<file path="config.mk">
export PLATFORM = sky130hd
export DESIGN_NAME = multicycle_main_control_flat
export DESIGN_NICKNAME = d
export VERILOG_FILES = /design/src/rtl/multicycle_main_control_pkg.sv /design/src/rtl/multicycle_main_control_if.sv /design/src/rtl/multicycle_main_control.sv /design/src/flat_wrapper.sv
export SDC_FILE = /design/constraint.sdc
export NUM_CORES = 1
export LEC_CHECK = 0
export CAP_MARGIN = 20
export CORE_MARGIN = 10
export CORE_UTILIZATION = 42
export DETAILED_ROUTE_END_ITERATION = 8
export GPL_ROUTABILITY_DRIVEN = 0
export PLACE_DENSITY_LB_ADDON = 0.2
export SKIP_CTS_REPAIR_TIMING = 1
export SYNTH_ARGS = -nofsm -noshare
export SYNTH_HDL_FRONTEND = slang
export SYNTH_SLANG_ARGS = --single-unit
</file>
<file path="constraint.sdc">
create_clock -name clk -period 1.69 [get_ports clk]
set_clock_uncertainty 0.2 [all_clocks]
set_input_delay 0.338 -clock clk [delete_from_list [all_inputs] [get_ports clk]]
set_output_delay 0.338 -clock clk [all_outputs]
set_load 0.01 [all_outputs]
</file>
<file path="src/rtl/multicycle_main_control_pkg.sv">
// Shared encodings for the multicycle MIPS main control FSM and ALU_control:
// state enum, opcodes, ALUop and datapath mux selects.
package mips_ctrl_pkg;

  typedef enum logic [3:0] {
    ST_FETCH,
    ST_DECODE,
    ST_MEM_ADDR,
    ST_MEM_READ,
    ST_MEM_WB,
    ST_MEM_WRITE,
    ST_EXECUTE,
    ST_ALU_WB,
    ST_BRANCH,
    ST_JUMP,
    ST_TRAP
  } state_t;

  localparam logic [5:0] OP_RTYPE = 6'b000000;
  localparam logic [5:0] OP_LW    = 6'b100011;
  localparam logic [5:0] OP_SW    = 6'b101011;
  localparam logic [5:0] OP_BEQ   = 6'b000100;
  localparam logic [5:0] OP_BNE   = 6'b000101;
  localparam logic [5:0] OP_J     = 6'b000010;

  localparam logic [1:0] ALUOP_ADDU  = 2'b00;
  localparam logic [1:0] ALUOP_BEQ   = 2'b01;
  localparam logic [1:0] ALUOP_BNE   = 2'b10;
  localparam logic [1:0] ALUOP_RTYPE = 2'b11;

  localparam logic [1:0] SRCB_REG     = 2'b00;
  localparam logic [1:0] SRCB_FOUR    = 2'b01;
  localparam logic [1:0] SRCB_IMM     = 2'b10;
  localparam logic [1:0] SRCB_IMM_SH2 = 2'b11;

  localparam logic [1:0] PCSRC_ALU    = 2'b00;
  localparam logic [1:0] PCSRC_ALUOUT = 2'b01;
  localparam logic [1:0] PCSRC_JUMP   = 2'b10;

  // Instruction class dispatch out of DECODE; anything unrecognised traps.
  function automatic state_t decode_next(input logic [5:0] op);
    case (op)
      OP_RTYPE:       return ST_EXECUTE;
      OP_LW, OP_SW:   return ST_MEM_ADDR;
      OP_BEQ, OP_BNE: return ST_BRANCH;
      OP_J:           return ST_JUMP;
      default:        return ST_TRAP;
    endcase
  endfunction

endpackage

</file>
<file path="src/rtl/multicycle_main_control_if.sv">
// Control bus between the main control FSM (master) and the multicycle
// datapath / memory (slave).
interface multicycle_main_control_if #(
  parameter int CNT_W = 16
);
  logic [5:0]       opcode;
  logic             mem_ready;
  logic             pc_write;
  logic             pc_write_cond;
  logic             iord;
  logic             mem_read;
  logic             mem_write;
  logic             ir_write;
  logic             mem_to_reg;
  logic             reg_dst;
  logic             reg_write;
  logic             alu_src_a;
  logic [1:0]       alu_src_b;
  logic [1:0]       alu_op;
  logic [1:0]       pc_source;
  logic             illegal_op;
  logic [CNT_W-1:0] retired;

  modport master (
    input  opcode, mem_ready,
    output pc_write, pc_write_cond, iord, mem_read, mem_write, ir_write,
           mem_to_reg, reg_dst, reg_write, alu_src_a, alu_src_b, alu_op,
           pc_source, illegal_op, retired
  );

  modport slave (
    output opcode, mem_ready,
    input  pc_write, pc_write_cond, iord, mem_read, mem_write, ir_write,
           mem_to_reg, reg_dst, reg_write, alu_src_a, alu_src_b, alu_op,
           pc_source, illegal_op, retired
  );
endinterface

</file>
<file path="src/rtl/multicycle_main_control.sv">
// Main control FSM of the multicycle MIPS core: sequences each instruction,
// decodes datapath controls from state, counts retirements, traps illegal ops.
module multicycle_main_control
  import mips_ctrl_pkg::*;
#(
  parameter int CNT_W = 16
) (
  input logic                      clk,
  input logic                      rst,
  multicycle_main_control_if.master ctrl
);

  state_t           state;
  logic             is_lw;
  logic             is_bne;
  logic [CNT_W-1:0] cnt;
  logic             retire;

  logic       pc_write, pc_write_cond, iord, mem_read, mem_write, ir_write;
  logic       mem_to_reg, reg_dst, reg_write, alu_src_a;
  logic [1:0] alu_src_b, alu_op, pc_source;

  always_comb begin
    retire = (state == ST_MEM_WB) || (state == ST_ALU_WB) ||
             (state == ST_BRANCH) || (state == ST_JUMP) ||
             ((state == ST_MEM_WRITE) && ctrl.mem_ready);
  end

  always_ff @(posedge clk or posedge rst) begin
    if (rst) begin
      state  <= ST_FETCH;
      is_lw  <= 1'b0;
      is_bne <= 1'b0;
      cnt    <= '0;
    end else begin
      if (retire) cnt <= cnt + CNT_W'(1);
      case (state)
        ST_FETCH:     if (ctrl.mem_ready) state <= ST_DECODE;
        ST_DECODE: begin
          is_lw  <= (ctrl.opcode == OP_LW);
          is_bne <= (ctrl.opcode == OP_BNE);
          state  <= decode_next(ctrl.opcode);
        end
        ST_MEM_ADDR:  state <= is_lw ? ST_MEM_READ : ST_MEM_WRITE;
        ST_MEM_READ:  if (ctrl.mem_ready) state <= ST_MEM_WB;
        ST_MEM_WRITE: if (ctrl.mem_ready) state <= ST_FETCH;
        ST_EXECUTE:   state <= ST_ALU_WB;
        ST_MEM_WB, ST_ALU_WB, ST_BRANCH, ST_JUMP: state <= ST_FETCH;
        ST_TRAP:      state <= ST_TRAP;
        default:      state <= ST_FETCH;
      endcase
    end
  end

  // Moore decode, except the FETCH loads which complete with the memory.
  always_comb begin
    pc_write      = 1'b0;
    pc_write_cond = 1'b0;
    iord          = 1'b0;
    mem_read      = 1'b0;
    mem_write     = 1'b0;
    ir_write      = 1'b0;
    mem_to_reg    = 1'b0;
    reg_dst       = 1'b0;
    reg_write     = 1'b0;
    alu_src_a     = 1'b0;
    alu_src_b     = SRCB_REG;
    alu_op        = ALUOP_ADDU;
    pc_source     = PCSRC_ALU;
    case (state)
      ST_FETCH: begin
        mem_read  = 1'b1;
        alu_src_b = SRCB_FOUR;
        ir_write  = ctrl.mem_ready;
        pc_write  = ctrl.mem_ready;
      end
      ST_DECODE:    alu_src_b = SRCB_IMM_SH2;
      ST_MEM_ADDR: begin
        alu_src_a = 1'b1;
        alu_src_b = SRCB_IMM;
      end
      ST_MEM_READ: begin
        mem_read = 1'b1;
        iord     = 1'b1;
      end
      ST_MEM_WB: begin
        reg_write  = 1'b1;
        mem_to_reg = 1'b1;
      end
      ST_MEM_WRITE: begin
        mem_write = 1'b1;
        iord      = 1'b1;
      end
      ST_EXECUTE: begin
        alu_src_a = 1'b1;
        alu_op    = ALUOP_RTYPE;
      end
      ST_ALU_WB: begin
        reg_write = 1'b1;
        reg_dst   = 1'b1;
      end
      ST_BRANCH: begin
        alu_src_a     = 1'b1;
        pc_write_cond = 1'b1;
        pc_source     = PCSRC_ALUOUT;
        alu_op        = is_bne ? ALUOP_BNE : ALUOP_BEQ;
      end
      ST_JUMP: begin
        pc_write  = 1'b1;
        pc_source = PCSRC_JUMP;
      end
      default: ;
    endcase
    // Reset must silence the datapath immediately, without waiting for a clock.
    if (rst) begin
      pc_write      = 1'b0;
      pc_write_cond = 1'b0;
      mem_read      = 1'b0;
      mem_write     = 1'b0;
      ir_write      = 1'b0;
      reg_write     = 1'b0;
    end
  end

  assign ctrl.pc_write      = pc_write;
  assign ctrl.pc_write_cond = pc_write_cond;
  assign ctrl.iord          = iord;
  assign ctrl.mem_read      = mem_read;
  assign ctrl.mem_write     = mem_write;
  assign ctrl.ir_write      = ir_write;
  assign ctrl.mem_to_reg    = mem_to_reg;
  assign ctrl.reg_dst       = reg_dst;
  assign ctrl.reg_write     = reg_write;
  assign ctrl.alu_src_a     = alu_src_a;
  assign ctrl.alu_src_b     = alu_src_b;
  assign ctrl.alu_op        = alu_op;
  assign ctrl.pc_source     = pc_source;
  assign ctrl.illegal_op    = (state == ST_TRAP);
  assign ctrl.retired       = cnt;

endmodule

</file>
<file path="src/flat_wrapper.sv">
// flat-port wrapper written by rule: the top's interface ports become plain ports
module multicycle_main_control_flat import mips_ctrl_pkg::*;
#(
  parameter int CNT_W = 16
)
  (clk, rst, ctrl_opcode, ctrl_mem_ready, ctrl_pc_write, ctrl_pc_write_cond, ctrl_iord, ctrl_mem_read, ctrl_mem_write, ctrl_ir_write, ctrl_mem_to_reg, ctrl_reg_dst, ctrl_reg_write, ctrl_alu_src_a, ctrl_alu_src_b, ctrl_alu_op, ctrl_pc_source, ctrl_illegal_op, ctrl_retired);
  multicycle_main_control_if #(.CNT_W(CNT_W)) ctrl_i ();
  input logic clk;
  input logic rst;
  input wire logic [$bits(ctrl_i.opcode)-1:0] ctrl_opcode;
  input wire logic [$bits(ctrl_i.mem_ready)-1:0] ctrl_mem_ready;
  output wire logic [$bits(ctrl_i.pc_write)-1:0] ctrl_pc_write;
  output wire logic [$bits(ctrl_i.pc_write_cond)-1:0] ctrl_pc_write_cond;
  output wire logic [$bits(ctrl_i.iord)-1:0] ctrl_iord;
  output wire logic [$bits(ctrl_i.mem_read)-1:0] ctrl_mem_read;
  output wire logic [$bits(ctrl_i.mem_write)-1:0] ctrl_mem_write;
  output wire logic [$bits(ctrl_i.ir_write)-1:0] ctrl_ir_write;
  output wire logic [$bits(ctrl_i.mem_to_reg)-1:0] ctrl_mem_to_reg;
  output wire logic [$bits(ctrl_i.reg_dst)-1:0] ctrl_reg_dst;
  output wire logic [$bits(ctrl_i.reg_write)-1:0] ctrl_reg_write;
  output wire logic [$bits(ctrl_i.alu_src_a)-1:0] ctrl_alu_src_a;
  output wire logic [$bits(ctrl_i.alu_src_b)-1:0] ctrl_alu_src_b;
  output wire logic [$bits(ctrl_i.alu_op)-1:0] ctrl_alu_op;
  output wire logic [$bits(ctrl_i.pc_source)-1:0] ctrl_pc_source;
  output wire logic [$bits(ctrl_i.illegal_op)-1:0] ctrl_illegal_op;
  output wire logic [$bits(ctrl_i.retired)-1:0] ctrl_retired;
  assign ctrl_i.opcode = ctrl_opcode;
  assign ctrl_i.mem_ready = ctrl_mem_ready;
  assign ctrl_pc_write = ctrl_i.pc_write;
  assign ctrl_pc_write_cond = ctrl_i.pc_write_cond;
  assign ctrl_iord = ctrl_i.iord;
  assign ctrl_mem_read = ctrl_i.mem_read;
  assign ctrl_mem_write = ctrl_i.mem_write;
  assign ctrl_ir_write = ctrl_i.ir_write;
  assign ctrl_mem_to_reg = ctrl_i.mem_to_reg;
  assign ctrl_reg_dst = ctrl_i.reg_dst;
  assign ctrl_reg_write = ctrl_i.reg_write;
  assign ctrl_alu_src_a = ctrl_i.alu_src_a;
  assign ctrl_alu_src_b = ctrl_i.alu_src_b;
  assign ctrl_alu_op = ctrl_i.alu_op;
  assign ctrl_pc_source = ctrl_i.pc_source;
  assign ctrl_illegal_op = ctrl_i.illegal_op;
  assign ctrl_retired = ctrl_i.retired;
  multicycle_main_control #(.CNT_W(CNT_W)) u_core (.clk(clk), .rst(rst), .ctrl(ctrl_i));
endmodule
</file>
==> report_table.html <==
<table>
<tr><th>Metric</th><th>Value</th></tr>
<tr><th colspan="2">Cells and area</th></tr>
<tr><td>Layout cell share with drive strength beyond 1</td><td>47.9%</td></tr>
<tr><td>Nets</td><td>249</td></tr>
<tr><td>Area Growth Syn to Fin</td><td>77.1%</td></tr>
<tr><td>N_diodes</td><td>0</td></tr>
<tr><td>Final cell area excluding filler cells</td><td>2390 sq um</td></tr>
<tr><td>Final cell count without fillers</td><td>282</td></tr>
<tr><th colspan="2">Yosys</th></tr>
<tr><td>Synth Area per Inst</td><td>8.99 sq um</td></tr>
<tr><td>Ys async rst share</td><td>100%</td></tr>
<tr><td>Number of enable-type register cells in the synthesized netlist</td><td>0</td></tr>
<tr><td>Synth Instances</td><td>150</td></tr>
<tr><td>Share of the synthesized area in the top cell type</td><td>40.8%</td></tr>
<tr><td>Unique cell type count in the Yosys netlist</td><td>36</td></tr>
<tr><td>Synth top area cells</td><td>sky130_fd_sc_hd__dfrtp_1 41%, sky130_fd_sc_hd__xnor2_1 6.5%, sky130_fd_sc_hd__nand4_1 5.1%</td></tr>
<tr><td>Total standard cell area after synthesis</td><td>1350 sq um</td></tr>
<tr><td>#FFs+latches synth</td><td>22</td></tr>
<tr><td>Leading register cell type out of synthesis</td><td>sky130_fd_sc_hd__dfrtp_1</td></tr>
<tr><td>Proportion of synthesized chip area in sequential cells</td><td>40.8%</td></tr>
<tr><td>Syn_nets</td><td>160</td></tr>
<tr><td>Synth area leader</td><td>sky130_fd_sc_hd__dfrtp_1</td></tr>
<tr><td>Yosys warns</td><td>0</td></tr>
<tr><th colspan="2">GRT</th></tr>
<tr><td>Overall track demand over capacity in global routing</td><td>12.2%</td></tr>
<tr><td>Number of antenna violations at the first check in global routing</td><td>0</td></tr>
<tr><td>Largest net degree at the start of global routing</td><td>23</td></tr>
<tr><td>First-pass GRT wire length</td><td>6200 um</td></tr>
<tr><td>Overflow after GRT</td><td>0</td></tr>
<tr><td>Via count of the first global-routing pass</td><td>1354</td></tr>
<tr><th colspan="2">Detailed routing</th></tr>
<tr><td>Final WL</td><td>4440 um</td></tr>
<tr><td>Wire length per cell</td><td>15.7 um</td></tr>
<tr><td>Via-per-instance ratio</td><td>5.34</td></tr>
<tr><td>Total number of vias</td><td>1506</td></tr>
<tr><td>Residual DRC count</td><td>0</td></tr>
<tr><td>Starting DRT DRC Count</td><td>70</td></tr>
<tr><td>Routed Antenna Nets</td><td>0</td></tr>
<tr><td>Count of TritonRoute iterations in the first routing pass</td><td>4</td></tr>
<tr><th colspan="2">Worst hold path</th></tr>
<tr><td>Type of the worst min-delay path</td><td>flip-flop to flip-flop</td></tr>
<tr><th colspan="2">Setup path</th></tr>
<tr><td>Critical path peak fanout</td><td>5</td></tr>
<tr><td>Worst EP required</td><td>1.15 ns</td></tr>
<tr><td>Start point of the critical path</td><td>u_core.state[0]</td></tr>
<tr><td>Slowest-stage cell, CP</td><td>sky130_fd_sc_hd__dfrtp_1</td></tr>
<tr><td>Signal arrival time at the worst endpoint</td><td>1.49 ns</td></tr>
<tr><td>Number of buffers and inverters on the critical path</td><td>2</td></tr>
<tr><td>Largest incremental delay on the critical path</td><td>0.46 ns</td></tr>
<tr><td>Cell depth of the worst flop-to-flop path</td><td>6</td></tr>
<tr><td>Capture instance of the worst register-to-register path</td><td>u_core.ctrl.retired[12]</td></tr>
<tr><td>Startpoint kind of the worst setup timing path</td><td>flip-flop</td></tr>
<tr><td>Stages on the worst setup path</td><td>5</td></tr>
<tr><td>Worst R2R Start</td><td>u_core.state[0]</td></tr>
<tr><td>Slack of the worst reg-to-reg path</td><td>-0.31 ns</td></tr>
<tr><td>CP cell instances</td><td>buf_4, nand2b_2, nand2_2, nor3_2, buf_2</td></tr>
<tr><td>Capturing instance or port of the critical path</td><td>ctrl_reg_write</td></tr>
<tr><td>Largest delay contributor family on the critical path</td><td>flip-flops</td></tr>
<tr><td>Capturing element type of the critical path</td><td>output pin</td></tr>
<tr><td>Startpoint-to-endpoint class of the critical path</td><td>flip-flop to output pin</td></tr>
<tr><th colspan="2">Power</th></tr>
<tr><td>Pleak</td><td>0.00136 uW</td></tr>
<tr><td>Power density relative to cell area</td><td>1400 nW/um^2</td></tr>
<tr><td>Sequential share of power</td><td>22.8%</td></tr>
<tr><td>Reported net switching power</td><td>1380 uW</td></tr>
<tr><td>Worst supply voltage drop on vdd</td><td>0.000622 V</td></tr>
<tr><td>Switching part of the total</td><td>41.3%</td></tr>
<tr><td>Internal Pwr Total</td><td>1960 uW</td></tr>
<tr><td>Gate power share</td><td>68.3%</td></tr>
<tr><td>Post-layout total power</td><td>3340 uW</td></tr>
<tr><td>Proportion of power drawn by the clock network</td><td>8.9%</td></tr>
<tr><th colspan="2">Place</th></tr>
<tr><td>Post-placement cell area</td><td>1980 sq um</td></tr>
<tr><td>Port Buffers</td><td>41</td></tr>
<tr><td>DP Wirelength</td><td>2910 um</td></tr>
<tr><td>Total placed cells including tap cells</td><td>253</td></tr>
<tr><th colspan="2">CTS</th></tr>
<tr><td>Maximum number of buffers from clock root to sink</td><td>2</td></tr>
<tr><td>TritonCTS Buffers</td><td>3</td></tr>
<tr><td>Clock slew seen by the registers of the worst setup and hold paths</td><td>0.11 ns</td></tr>
<tr><td>Clock tree from TritonCTS</td><td>yes</td></tr>
<tr><td>Clock sink total</td><td>22</td></tr>
<tr><td>Cell at the root of the clock tree</td><td>sky130_fd_sc_hd__clkbuf_4</td></tr>
<tr><td>Max H-tree Level</td><td>1</td></tr>
<tr><td>Clock latency at the later pin of the worst-skew pair</td><td>0.32 ns</td></tr>
<tr><th colspan="2">Status</th></tr>
<tr><td>Violated checks</td><td>setup timing</td></tr>
<tr><td>Status</td><td>finished with violations</td></tr>
<tr><th colspan="2">Timing</th></tr>
<tr><td>Min Clock Period, post-route</td><td>2.03 ns</td></tr>
<tr><td>Min setup slack post-route</td><td>-0.337 ns</td></tr>
<tr><td>Final slew viol count</td><td>0</td></tr>
<tr><td>Unrepaired setup endpoints after global routing</td><td>true</td></tr>
<tr><td>Maximum clock frequency</td><td>493 MHz</td></tr>
<tr><td>Portion of the clock cycle consumed by the worst path in the final layout</td><td>120%</td></tr>
<tr><td>Hold Fails Final Rpt</td><td>0</td></tr>
<tr><td>Worst slew margin relative to its limit</td><td>77.3%</td></tr>
<tr><td>Measured slew at the worst slew-check pin</td><td>0.339 ns</td></tr>
<tr><td>Endpoints failing setup</td><td>35</td></tr>
<tr><td>Total negative slack for setup checks</td><td>-7.09 ns</td></tr>
<tr><td>Minimum hold slack</td><td>0.278 ns</td></tr>
<tr><th colspan="2">Die</th></tr>
<tr><td>Vertical extent of the die</td><td>76.7 um</td></tr>
<tr><td>Area of the die</td><td>5880 sq um</td></tr>
<tr><td>Effective utilization at floorplan</td><td>44.2%</td></tr>
<tr><td>I/O pin count</td><td>42</td></tr>
<tr><td>Number of rows created at floorplan</td><td>20</td></tr>
<tr><td>Width of the die</td><td>76.7 um</td></tr>
<tr><td>Core box area</td><td>3050 sq um</td></tr>
<tr><th colspan="2">Flow run</th></tr>
<tr><td>Max cap viols</td><td>0</td></tr>
</table>
## worst min path at each step
stage / startpoint / end / slack, ns / cells after the start
detailed placement: u_core.ctrl.retired[15] / u_core.ctrl.retired[15] / 0.27 / 1
floorplan: rst / u_core.ctrl.retired[0] / 0.13 / 1
global route: u_core.ctrl.retired[14] / u_core.ctrl.retired[14] / 0.32 / 1
finish: u_core.ctrl.retired[15] / u_core.ctrl.retired[15] / 0.28 / 1
CTS: u_core.ctrl.retired[15] / u_core.ctrl.retired[15] / 0.29 / 1
global placement: u_core.ctrl.retired[15] / u_core.ctrl.retired[15] / 0.26 / 1
## cells in the mapped netlist, types with 2 or more instances
library cell               instances
sky130_fd_sc_hd__xnor2_1          10
sky130_fd_sc_hd__a21oi_1           6
sky130_fd_sc_hd__buf_2             2
sky130_fd_sc_hd__dfrtp_1          22
sky130_fd_sc_hd__nand4_1          11
sky130_fd_sc_hd__nand3_1           4
sky130_fd_sc_hd__inv_1             3
sky130_fd_sc_hd__buf_6             2
sky130_fd_sc_hd__and3_1            6
sky130_fd_sc_hd__xor2_1            6
sky130_fd_sc_hd__clkbuf_1          5
sky130_fd_sc_hd__nor2_1            9
sky130_fd_sc_hd__o31ai_1           2
sky130_fd_sc_hd__a211oi_1          2
sky130_fd_sc_hd__nor4_1            6
sky130_fd_sc_hd__nand3b_1          2
sky130_fd_sc_hd__or3_1             2
sky130_fd_sc_hd__nand2_1          16
sky130_fd_sc_hd__nand2b_1          5
sky130_fd_sc_hd__nor3b_1           2
sky130_fd_sc_hd__o21ai_0           4
sky130_fd_sc_hd__nor3_1            9
## routing by layer
| metal | global-route usage, % | vias to the layer above | wire (um) |
|---|---|---|---|
| li1 | - | 715 | - |
| met1 | 14.9 | 733 | 1960 |
| met3 | 4.08 | 2 | 252 |
| met5 | 0 | - | 0 |
| met4 | 1.67 | 0 | 9 |
| met2 | 20.6 | 56 | 2210 |
## logic make-up after synthesis
group	synth area share (%)
flip-flops	40.8
AO/OA/AOI/OAI	10.0
AND/OR/NAND/NOR	32.9
adder cells (fa/ha/maj)	0.927
XOR/XNOR	10.4
buffers and inverters	4.92
## worst reg2reg max path, stage by stage (launching register included)
cell and delay [ns]:
sky130_fd_sc_hd__dfrtp_1 0.46, sky130_fd_sc_hd__buf_4 0.19, sky130_fd_sc_hd__or3b_4 0.43, sky130_fd_sc_hd__a31oi_4 0.23, sky130_fd_sc_hd__buf_4 0.18, sky130_fd_sc_hd__nor4_2 0.04, sky130_fd_sc_hd__xor2_1 0.15
## state kept, by name, indices dropped and copies added (netlist names)
signal	flops
u_core.state	4
u_core.is_lw	1
u_core.is_bne	1
u_core.ctrl.retired	16
## power groups by stage
stage / Clock, uW / Combinational, uW / Sequential (uW)
floorplan: 0 / 924 / 745
global placement: 0 / 1610 / 783
detailed placement: 0 / 1650 / 787
CTS: 291 / 1660 / 778
global route: 326 / 2460 / 773
finish: 298 / 2290 / 762
## cell type report
class	instances	area (sq um)
multi-input combinational	116	918
timing repair buffer	93	808
fill	208	664
sequential	22	557
tap	44	55.1
clock buffer	4	36.3
inverter	3	13.8
## through the flow
stage / setup slack [ns] / util, %
CTS: -0.796 / 66.0
floorplan: 0.000391 / -
detailed placement: -0.626 / 64.8
finish: -0.337 / 78.2
global route: -0.442 / 78.2
global placement: -0.605 / 64.8
## layout by cell type, fill, tap and decap left out, types with 4 or more instances in the layout
cell type,synthesis,routed
sky130_fd_sc_hd__xor2_1,6,6
sky130_fd_sc_hd__clkdlybuf4s50_1,0,7
sky130_fd_sc_hd__nor2_1,9,8
sky130_fd_sc_hd__nor3_2,0,9
sky130_fd_sc_hd__buf_2,2,14
sky130_fd_sc_hd__dlymetal6s2s_1,0,17
sky130_fd_sc_hd__dfrtp_1,22,17
sky130_fd_sc_hd__a21oi_1,6,4
sky130_fd_sc_hd__xnor2_1,10,10
sky130_fd_sc_hd__nor4_2,0,4
sky130_fd_sc_hd__nand2_1,16,14
sky130_fd_sc_hd__buf_6,2,12
sky130_fd_sc_hd__dfrtp_2,0,5
sky130_fd_sc_hd__buf_4,0,42
sky130_fd_sc_hd__and3_1,6,5
sky130_fd_sc_hd__nand4_1,11,11
No activity file was read; power rests on OpenSTA's default activity.
